$ cat config.mk
export PLATFORM = sky130hd
export DESIGN_NAME = vjtag_word_rx_flat
export DESIGN_NICKNAME = d
export VERILOG_FILES = /design/src/rtl/vjtag_word_rx_pkg.sv /design/src/rtl/vjtag_word_rx_if.sv /design/src/rtl/vjtag_word_rx_sync_edge.sv /design/src/rtl/vjtag_word_rx.sv /design/src/flat_wrapper.sv
export SDC_FILE = /design/constraint.sdc
export NUM_CORES = 1
export LEC_CHECK = 0
export CORE_MARGIN = 3
export CORE_UTILIZATION = 47
export CTS_CLUSTER_SIZE = 40
export DETAILED_ROUTE_END_ITERATION = 8
export MAX_ROUTING_LAYER = met4
export PLACE_DENSITY_LB_ADDON = 0.12
export RECOVER_POWER = 25
export REMOVE_ABC_BUFFERS = 1
export SLEW_MARGIN = 20
export SYNTH_ARGS = -nofsm -noshare
export SYNTH_HDL_FRONTEND = slang
export SYNTH_SLANG_ARGS = --single-unit
$ cat constraint.sdc
create_clock -name iCLOCK_50 -period 2 [get_ports iCLOCK_50]
set_clock_uncertainty 0.15 [all_clocks]
set_input_delay 0.3 -clock iCLOCK_50 [delete_from_list [all_inputs] [get_ports iCLOCK_50]]
set_output_delay 0.3 -clock iCLOCK_50 [all_outputs]
set_load 0.01 [all_outputs]
$ cat src/rtl/vjtag_word_rx_pkg.sv
// Purpose: shared sizing helpers and FSM state encoding for the virtual-JTAG word receiver.
// Latency: n/a (constants and elaboration-time functions only).
// Backpressure: n/a.
// Contents: clog2, ch_width (channel-index bits, never below 1), frame_width
// (channel bits + payload bits) and the receiver state enum.

package vjtag_pkg;

  // Ceiling log2, usable in constant expressions. clog2(1) = 0.
  function automatic int clog2(input int value);
    int r;
    r = 0;
    for (int v = value - 1; v > 0; v = v >> 1) begin
      r++;
    end
    return r;
  endfunction

  // A single-channel build still carries one channel bit on the wire.
  function automatic int ch_width(input int num_ch);
    return (num_ch > 1) ? clog2(num_ch) : 1;
  endfunction

  // Serial frame: channel index first, then payload, LSB first.
  function automatic int frame_width(input int num_ch, input int data_w);
    return ch_width(num_ch) + data_w;
  endfunction

  typedef enum logic [1:0] {
    IDLE   = 2'd0,
    SHIFT  = 2'd1,
    COMMIT = 2'd2
  } vjtag_state_e;

endpackage

$ cat src/rtl/vjtag_word_rx_if.sv
// Purpose: bundles the virtual-JTAG pins and the deframed channel outputs of vjtag_word_rx.
// Latency: n/a (wires only).
// Backpressure: none; outputs are pulses/levels with no ready path.
// Signals: tck/tdi/v_sdr (jtag side, into receiver), tdo (loopback),
// oDATA/oVALID/oFLAG/oERR (channel side, out of receiver).
// master = the agent driving the jtag pins; slave = the receiver.

interface vjtag_word_rx_if #(
  parameter int DATA_W = 8,
  parameter int NUM_CH = 4
);

  logic                     tck;
  logic                     tdi;
  logic                     v_sdr;
  logic                     tdo;
  logic [NUM_CH*DATA_W-1:0] oDATA;
  logic [NUM_CH-1:0]        oVALID;
  logic                     oFLAG;
  logic                     oERR;

  modport master (
    output tck, tdi, v_sdr,
    input  tdo, oDATA, oVALID, oFLAG, oERR
  );

  modport slave (
    input  tck, tdi, v_sdr,
    output tdo, oDATA, oVALID, oFLAG, oERR
  );

endinterface

$ cat src/rtl/vjtag_word_rx_sync_edge.sv
// Purpose: STAGES-deep synchroniser for one asynchronous level, plus rising/falling edge pulses.
// Latency: sync follows din after STAGES clocks; rise/fall are combinational on sync vs. its delayed copy.
// Backpressure: none.
// Ports: iCLOCK_50, aclr (async, active high), din (raw input),
// sync (synchronised level), rise/fall (one-cycle edge pulses).

module vjtag_sync_edge #(
  parameter int STAGES = 2
) (
  input  logic iCLOCK_50,
  input  logic aclr,
  input  logic din,
  output logic sync,
  output logic rise,
  output logic fall
);

  logic [STAGES-1:0] chain;
  logic              sync_d;

  always_ff @(posedge iCLOCK_50 or posedge aclr) begin
    if (aclr) begin
      chain  <= '0;
      sync_d <= 1'b0;
    end else begin
      chain  <= {chain[STAGES-2:0], din};
      sync_d <= chain[STAGES-1];
    end
  end

  assign sync = chain[STAGES-1];
  assign rise = sync & ~sync_d;
  assign fall = ~sync & sync_d;

endmodule

$ cat src/rtl/vjtag_word_rx.sv
// Purpose: oversamples virtual-JTAG tck/tdi/v_sdr on iCLOCK_50 and deframes {channel, data} shifts into channel registers.
// Latency: raw final tck rise -> oVALID/oDATA after SYNC_STAGES+2 clocks; oFLAG rises with oVALID.
// Backpressure: none; every completed frame is committed, the host paces tck.
// Ports: iCLOCK_50, aclr (async, active high), bus (slave side of vjtag_word_rx_if):
//   tck/tdi/v_sdr in, tdo = registered shreg[0], oDATA channel k at [k*DATA_W +: DATA_W],
//   oVALID one-cycle per-channel write strobe, oFLAG stretched frame flag, oERR abort/bad-channel pulse.

module vjtag_word_rx #(
  parameter int DATA_W      = 8,
  parameter int NUM_CH      = 4,
  parameter int SYNC_STAGES = 2,
  parameter int FLAG_HOLD   = 16
) (
  input  logic           iCLOCK_50,
  input  logic           aclr,
  vjtag_word_rx_if.slave bus
);

  import vjtag_pkg::*;

  localparam int CH_W    = ch_width(NUM_CH);
  localparam int FRAME_W = frame_width(NUM_CH, DATA_W);
  localparam int CNT_W   = clog2(FRAME_W);
  localparam int FLG_W   = clog2(FLAG_HOLD + 1);

  localparam logic [CNT_W-1:0] CNT_LAST = CNT_W'(FRAME_W - 1);
  localparam logic [FLG_W-1:0] FLG_LOAD = FLG_W'(FLAG_HOLD);

  localparam logic [1:0] ST_IDLE   = IDLE;
  localparam logic [1:0] ST_SHIFT  = SHIFT;
  localparam logic [1:0] ST_COMMIT = COMMIT;

  // ---------------------------------------------------------------
  // Input sampling. Only the tck rising edge and the tdi / v_sdr
  // levels are consumed; the remaining detector outputs are left idle.
  // ---------------------------------------------------------------
  logic tck_rise;
  logic tdi_s;
  logic vsdr_s;
  logic tck_lvl_unused;
  logic tck_fall_unused;
  logic tdi_rise_unused;
  logic tdi_fall_unused;
  logic vsdr_rise_unused;
  logic vsdr_fall_unused;

  vjtag_sync_edge #(.STAGES(SYNC_STAGES)) u_sync_tck (
    .iCLOCK_50 (iCLOCK_50),
    .aclr      (aclr),
    .din       (bus.tck),
    .sync      (tck_lvl_unused),
    .rise      (tck_rise),
    .fall      (tck_fall_unused)
  );

  vjtag_sync_edge #(.STAGES(SYNC_STAGES)) u_sync_tdi (
    .iCLOCK_50 (iCLOCK_50),
    .aclr      (aclr),
    .din       (bus.tdi),
    .sync      (tdi_s),
    .rise      (tdi_rise_unused),
    .fall      (tdi_fall_unused)
  );

  vjtag_sync_edge #(.STAGES(SYNC_STAGES)) u_sync_vsdr (
    .iCLOCK_50 (iCLOCK_50),
    .aclr      (aclr),
    .din       (bus.v_sdr),
    .sync      (vsdr_s),
    .rise      (vsdr_rise_unused),
    .fall      (vsdr_fall_unused)
  );

  // ---------------------------------------------------------------
  // Deframing state
  // ---------------------------------------------------------------
  logic [1:0]               state;
  logic [FRAME_W-1:0]       shreg;
  logic [FRAME_W-1:0]       shreg_next;
  logic [CNT_W-1:0]         cnt;
  logic [CH_W-1:0]          frame_ch;
  logic [DATA_W-1:0]        frame_data;
  logic                     ch_ok;

  logic [NUM_CH*DATA_W-1:0] data_q;
  logic [NUM_CH-1:0]        valid_q;
  logic                     err_q;
  logic [FLG_W-1:0]         flag_cnt;
  logic                     tdo_q;

  // LSB-first: new bits enter at the top, so after FRAME_W shifts the
  // first bit received sits in shreg[0] and the channel is the low field.
  assign shreg_next = {tdi_s, shreg[FRAME_W-1:1]};
  assign frame_ch   = shreg[CH_W-1:0];
  assign frame_data = shreg[FRAME_W-1:CH_W];
  assign ch_ok      = int'(frame_ch) < NUM_CH;

  always_ff @(posedge iCLOCK_50 or posedge aclr) begin
    if (aclr) begin
      state    <= ST_IDLE;
      shreg    <= '0;
      cnt      <= '0;
      data_q   <= '0;
      valid_q  <= '0;
      err_q    <= 1'b0;
      flag_cnt <= '0;
      tdo_q    <= 1'b0;
    end else begin
      valid_q <= '0;
      err_q   <= 1'b0;
      tdo_q   <= shreg[0];

      // A commit below reloads the counter; that later assignment wins.
      if (flag_cnt != '0) begin
        flag_cnt <= flag_cnt - FLG_W'(1);
      end

      case (state)
        ST_IDLE: begin
          if (vsdr_s) begin
            state <= ST_SHIFT;
          end
        end

        ST_SHIFT: begin
          // Leaving shift-DR takes priority over a coincident tck edge.
          if (!vsdr_s) begin
            state <= ST_IDLE;
            cnt   <= '0;
            err_q <= (cnt != '0);
          end else if (tck_rise) begin
            shreg <= shreg_next;
            if (cnt == CNT_LAST) begin
              cnt   <= '0;
              state <= ST_COMMIT;
            end else begin
              cnt <= cnt + CNT_W'(1);
            end
          end
        end

        ST_COMMIT: begin
          if (ch_ok) begin
            for (int k = 0; k < NUM_CH; k++) begin
              if (int'(frame_ch) == k) begin
                data_q[k*DATA_W +: DATA_W] <= frame_data;
                valid_q[k]                 <= 1'b1;
              end
            end
            flag_cnt <= FLG_LOAD;
          end else begin
            err_q <= 1'b1;
          end

          // shreg is read above before this shift lands, so an edge here
          // becomes bit 0 of the next frame without disturbing the commit.
          if (vsdr_s) begin
            state <= ST_SHIFT;
            if (tck_rise) begin
              shreg <= shreg_next;
              cnt   <= CNT_W'(1);
            end
          end else begin
            state <= ST_IDLE;
          end
        end

        default: begin
          state <= ST_IDLE;
        end
      endcase
    end
  end

  assign bus.tdo    = tdo_q;
  assign bus.oDATA  = data_q;
  assign bus.oVALID = valid_q;
  assign bus.oERR   = err_q;
  assign bus.oFLAG  = (flag_cnt != '0);

endmodule
$ cat src/flat_wrapper.sv
// flat-port wrapper written by rule: the top's interface ports become plain ports
module vjtag_word_rx_flat import vjtag_pkg::*;
#(
  parameter int DATA_W      = 8,
  parameter int NUM_CH      = 4,
  parameter int SYNC_STAGES = 2,
  parameter int FLAG_HOLD   = 16
)
  (iCLOCK_50, aclr, bus_tck, bus_tdi, bus_v_sdr, bus_tdo, bus_oDATA, bus_oVALID, bus_oFLAG, bus_oERR);
  vjtag_word_rx_if #(.DATA_W(DATA_W), .NUM_CH(NUM_CH)) bus_i ();
  input  logic iCLOCK_50;
  input  logic aclr;
  input wire logic [$bits(bus_i.tck)-1:0] bus_tck;
  input wire logic [$bits(bus_i.tdi)-1:0] bus_tdi;
  input wire logic [$bits(bus_i.v_sdr)-1:0] bus_v_sdr;
  output wire logic [$bits(bus_i.tdo)-1:0] bus_tdo;
  output wire logic [$bits(bus_i.oDATA)-1:0] bus_oDATA;
  output wire logic [$bits(bus_i.oVALID)-1:0] bus_oVALID;
  output wire logic [$bits(bus_i.oFLAG)-1:0] bus_oFLAG;
  output wire logic [$bits(bus_i.oERR)-1:0] bus_oERR;
  assign bus_i.tck = bus_tck;
  assign bus_i.tdi = bus_tdi;
  assign bus_i.v_sdr = bus_v_sdr;
  assign bus_tdo = bus_i.tdo;
  assign bus_oDATA = bus_i.oDATA;
  assign bus_oVALID = bus_i.oVALID;
  assign bus_oFLAG = bus_i.oFLAG;
  assign bus_oERR = bus_i.oERR;
  vjtag_word_rx #(.DATA_W(DATA_W), .NUM_CH(NUM_CH), .SYNC_STAGES(SYNC_STAGES), .FLAG_HOLD(FLAG_HOLD)) u_core (.iCLOCK_50(iCLOCK_50), .aclr(aclr), .bus(bus_i));
endmodule
==> flow_summary.toml <==
[timing]
finalCriticalPeriod_ns = 2.11
final_max_slew_viol_count = 0
fmax_ghz = 0.474
setup_slack_ns = -0.110
worstMarginPinSlew_ns = 0.877
setup_viol = 1
slew_headroom = 0.416
finalHoldViolCount = 0
period_share = 1.05
rsz0062_at_grt = "yes"

[cts]
cts_buffer_depth = 2
cts_tree = "built"
htreeDepth = 3
clkSinkCount = 66
numCtsBuffers = 9
clk_root_buffer_cell = "clkbuf_8"
clk_pin_slew_ns = 0.08
clk_latency_ns = 0.34
postCtsHoldBufs = 0

[synthesis]
synth-simple-area-share = 0.131
synthMostInstantiatedCell = "dfrtp_1"
netlist_area_um2 = 2660
synth_cells = 222
async_flop_share = 1.00
synthFlopType = "dfrtp_1"
yosys_register_bits = 66
synth-xor-area-share = 0.00658
synth_common_cells = "66 x dfrtp_1, 55 x nand2_1, 26 x mux2_2, 12 x inv_1, 8 x ha_1"
yosysWarningCount = 0
synth_compound_area_frac = 0.0639
yosysTopAreaCell = "dfrtp_1"
avgSynthCellArea_um2 = 12.0
synth.mux.area_fraction = 0.110
synth_top_area_frac = 0.620
seq_area_frac_synth = 0.620
netlist_top_cells_area = "dfrtp_1 62%, mux2_2 11%, nand2_1 7.8%, ha_1 3.8%, inv_1 1.7%"
yosys.area_share.adder = 0.0376
synth_edf_count = 0
synth.lib_cells_used.distinct = 38
synth_top_family_by_area = "simple AND/OR/NAND/NOR gates"

[cells_and_area]
design_area_um2 = 3460
drive_gt1_frac = 0.218
fill_cells = 444
instances_no_fill = 359
finalNetCount = 297
area_growth_syn_to_layout_pct = 30.0
multiInputGateArea_um2 = 945
antennaDiodeCount = 0
ff_latch_area_um2 = 1650

[min_path]
hp-start = "u_core.u_sync_vsdr.chain[0]"
hold_path.class = "flop to flop"

[routing]
vias = 1817
post-route-drc-count = 0
routed_via_density = 5.06
post_drt_wl_per_cell_um = 14.5
ant_nets = 0
first_pass_iters = 4
wl_um = 5200
drt_iter0_drc = 67

[die]
core_area_um2 = 5300
rows = 26
chipHeight_um = 81.3
start_util = 0.502
die_area_um2 = 6610
die_w_um = 81.3
io_pins = 44

[global_route]
grt_usage = 0.185
gr-total-overflow = 0
grt_pass1_wl_um = 8920
grt_pass1_vias = 1946
grt_max_degree = 67
antenna_found_initial = 0

[power_and_ir_drop]
vdd_drop_max_mv = 0.586
powerDensity_nw_per_um2 = 961
p_leak_nw = 1.70

[run_status]
status = "complete, but fails checks"
violations = "setup timing"

[flow_run]
cap_violations = 0

[placed_design]
hpwl_um = 3430
numPortBuffers = 43
gp_congestion = 0.776
place_ws_ns = -0.111
dp_cells = 340
place_area_um2 = 3240

[setup_path]
crit_fanout = 2
worstSetupPathType = "flop to primary output"
start_kind = "flop"
crit_arrival_ns = 1.66
worst_ep_required_time_ns = 1.55
end_kind = "primary output"
cp-startpoint = "u_core.flag_cnt[1]"
r2r-start = "u_core.state[0]"
## cells by family (layout without fill, tap and decap cells)
logic type,Yosys count,in the layout
AND/OR/NAND/NOR,78,78
flip-flops,66,66
adder cells (fa/ha/maj),8,8
AO/OA/AOI/OAI,23,23
buffers and inverters,19,86
XOR/XNOR,2,2
multiplexers,26,26
## timing repair
action	in CTS	in global routing
setup endpoints to repair	1	1
gates cloned	0	0
pin swaps	2	1
resized for setup	5	4
buffers inserted	2	1
## final cells by class
type                       instances  share of cell area
clock buffer                      10              0.0397
sequential                        66               0.477
clock inverter                     6              0.0191
tap                               70              0.0253
multi-input combinational        137               0.273
timing repair buffer              56               0.151
inverter                          14              0.0152
## path summary, 6_finish.rpt
path / end / depth (start not counted) / slack [ns]
max in group asynchronous: u_core.bus.oDATA[9] / 3 / 0.59
hold reg to reg: u_core.u_sync_vsdr.chain[1] / 0 / 0.19
setup reg to reg: u_core.bus.oDATA[3] / 5 / 0.18
min in group asynchronous: u_core.bus.oERR / 3 / 0.54
hold / removal: u_core.u_sync_vsdr.chain[1] / 0 / 0.19
setup / recovery: bus_oFLAG / 5 / -0.11
## metrics by stage
stage	hold WS, ns	total power [mW]	setup TNS [ns]	utilization
global route	0.199	3.53	-0.193	0.653
detailed placement	0.187	2.17	-0.111	0.611
finish	0.193	3.33	-0.110	0.653
CTS	0.193	3.33	-0.141	0.652
floorplan	0.181	1.96	-9.10	-
global placement	0.184	2.15	-0.0850	0.611
## metal layers
| layer | track usage | wire (µm) |
|---|---|---|
| met1 | 0.219 | 2300 |
| met2 | 0.296 | 2580 |
| met3 | 0.0599 | 229 |
| met4 | 0.0693 | 91 |
| met5 | - | 0 |
## layout by cell type, fill, tap and decap left out, drive strengths merged, types with 2 or more instances in the layout
cell / n
dlygate4sd3: 4
nand2b: 3
inv: 11
clkbuf: 11
dfrtp: 66
ha: 8
buf: 13
o31ai: 3
o221ai: 2
nor2: 5
nand2: 56
o21ai: 3
nand3b: 6
mux2: 26
a21oi: 4
clkdlybuf4s50: 38
clkinv: 8
## worst max-delay path, cell delays in order (launching register included)
cell and delay [ns]:
dfrtp_1 0.39, inv_2 0.07, ha_4 0.13, or3b_4 0.36, or2_1 0.23, buf_2 0.14
## registers in the layout, indices dropped and copies added, names as in the netlist
register                  cells
u_core.bus.oDATA             32
u_core.bus.oERR               1
u_core.bus.oVALID             4
u_core.bus.tdo                1
u_core.cnt                    4
u_core.flag_cnt               5
u_core.shreg                 10
u_core.state                  2
u_core.u_sync_tck.chain       2
u_core.u_sync_tck.sync_d      1
u_core.u_sync_tdi.chain       2
u_core.u_sync_vsdr.chain      2
## power by group
group | switching (mW) | internal (mW) | total (mW)
registers | 0.136 | 1.46 | 1.60
clock network | 0.515 | 0.611 | 1.13
logic | 0.280 | 0.326 | 0.606
(Power assumes the default switching activity.)
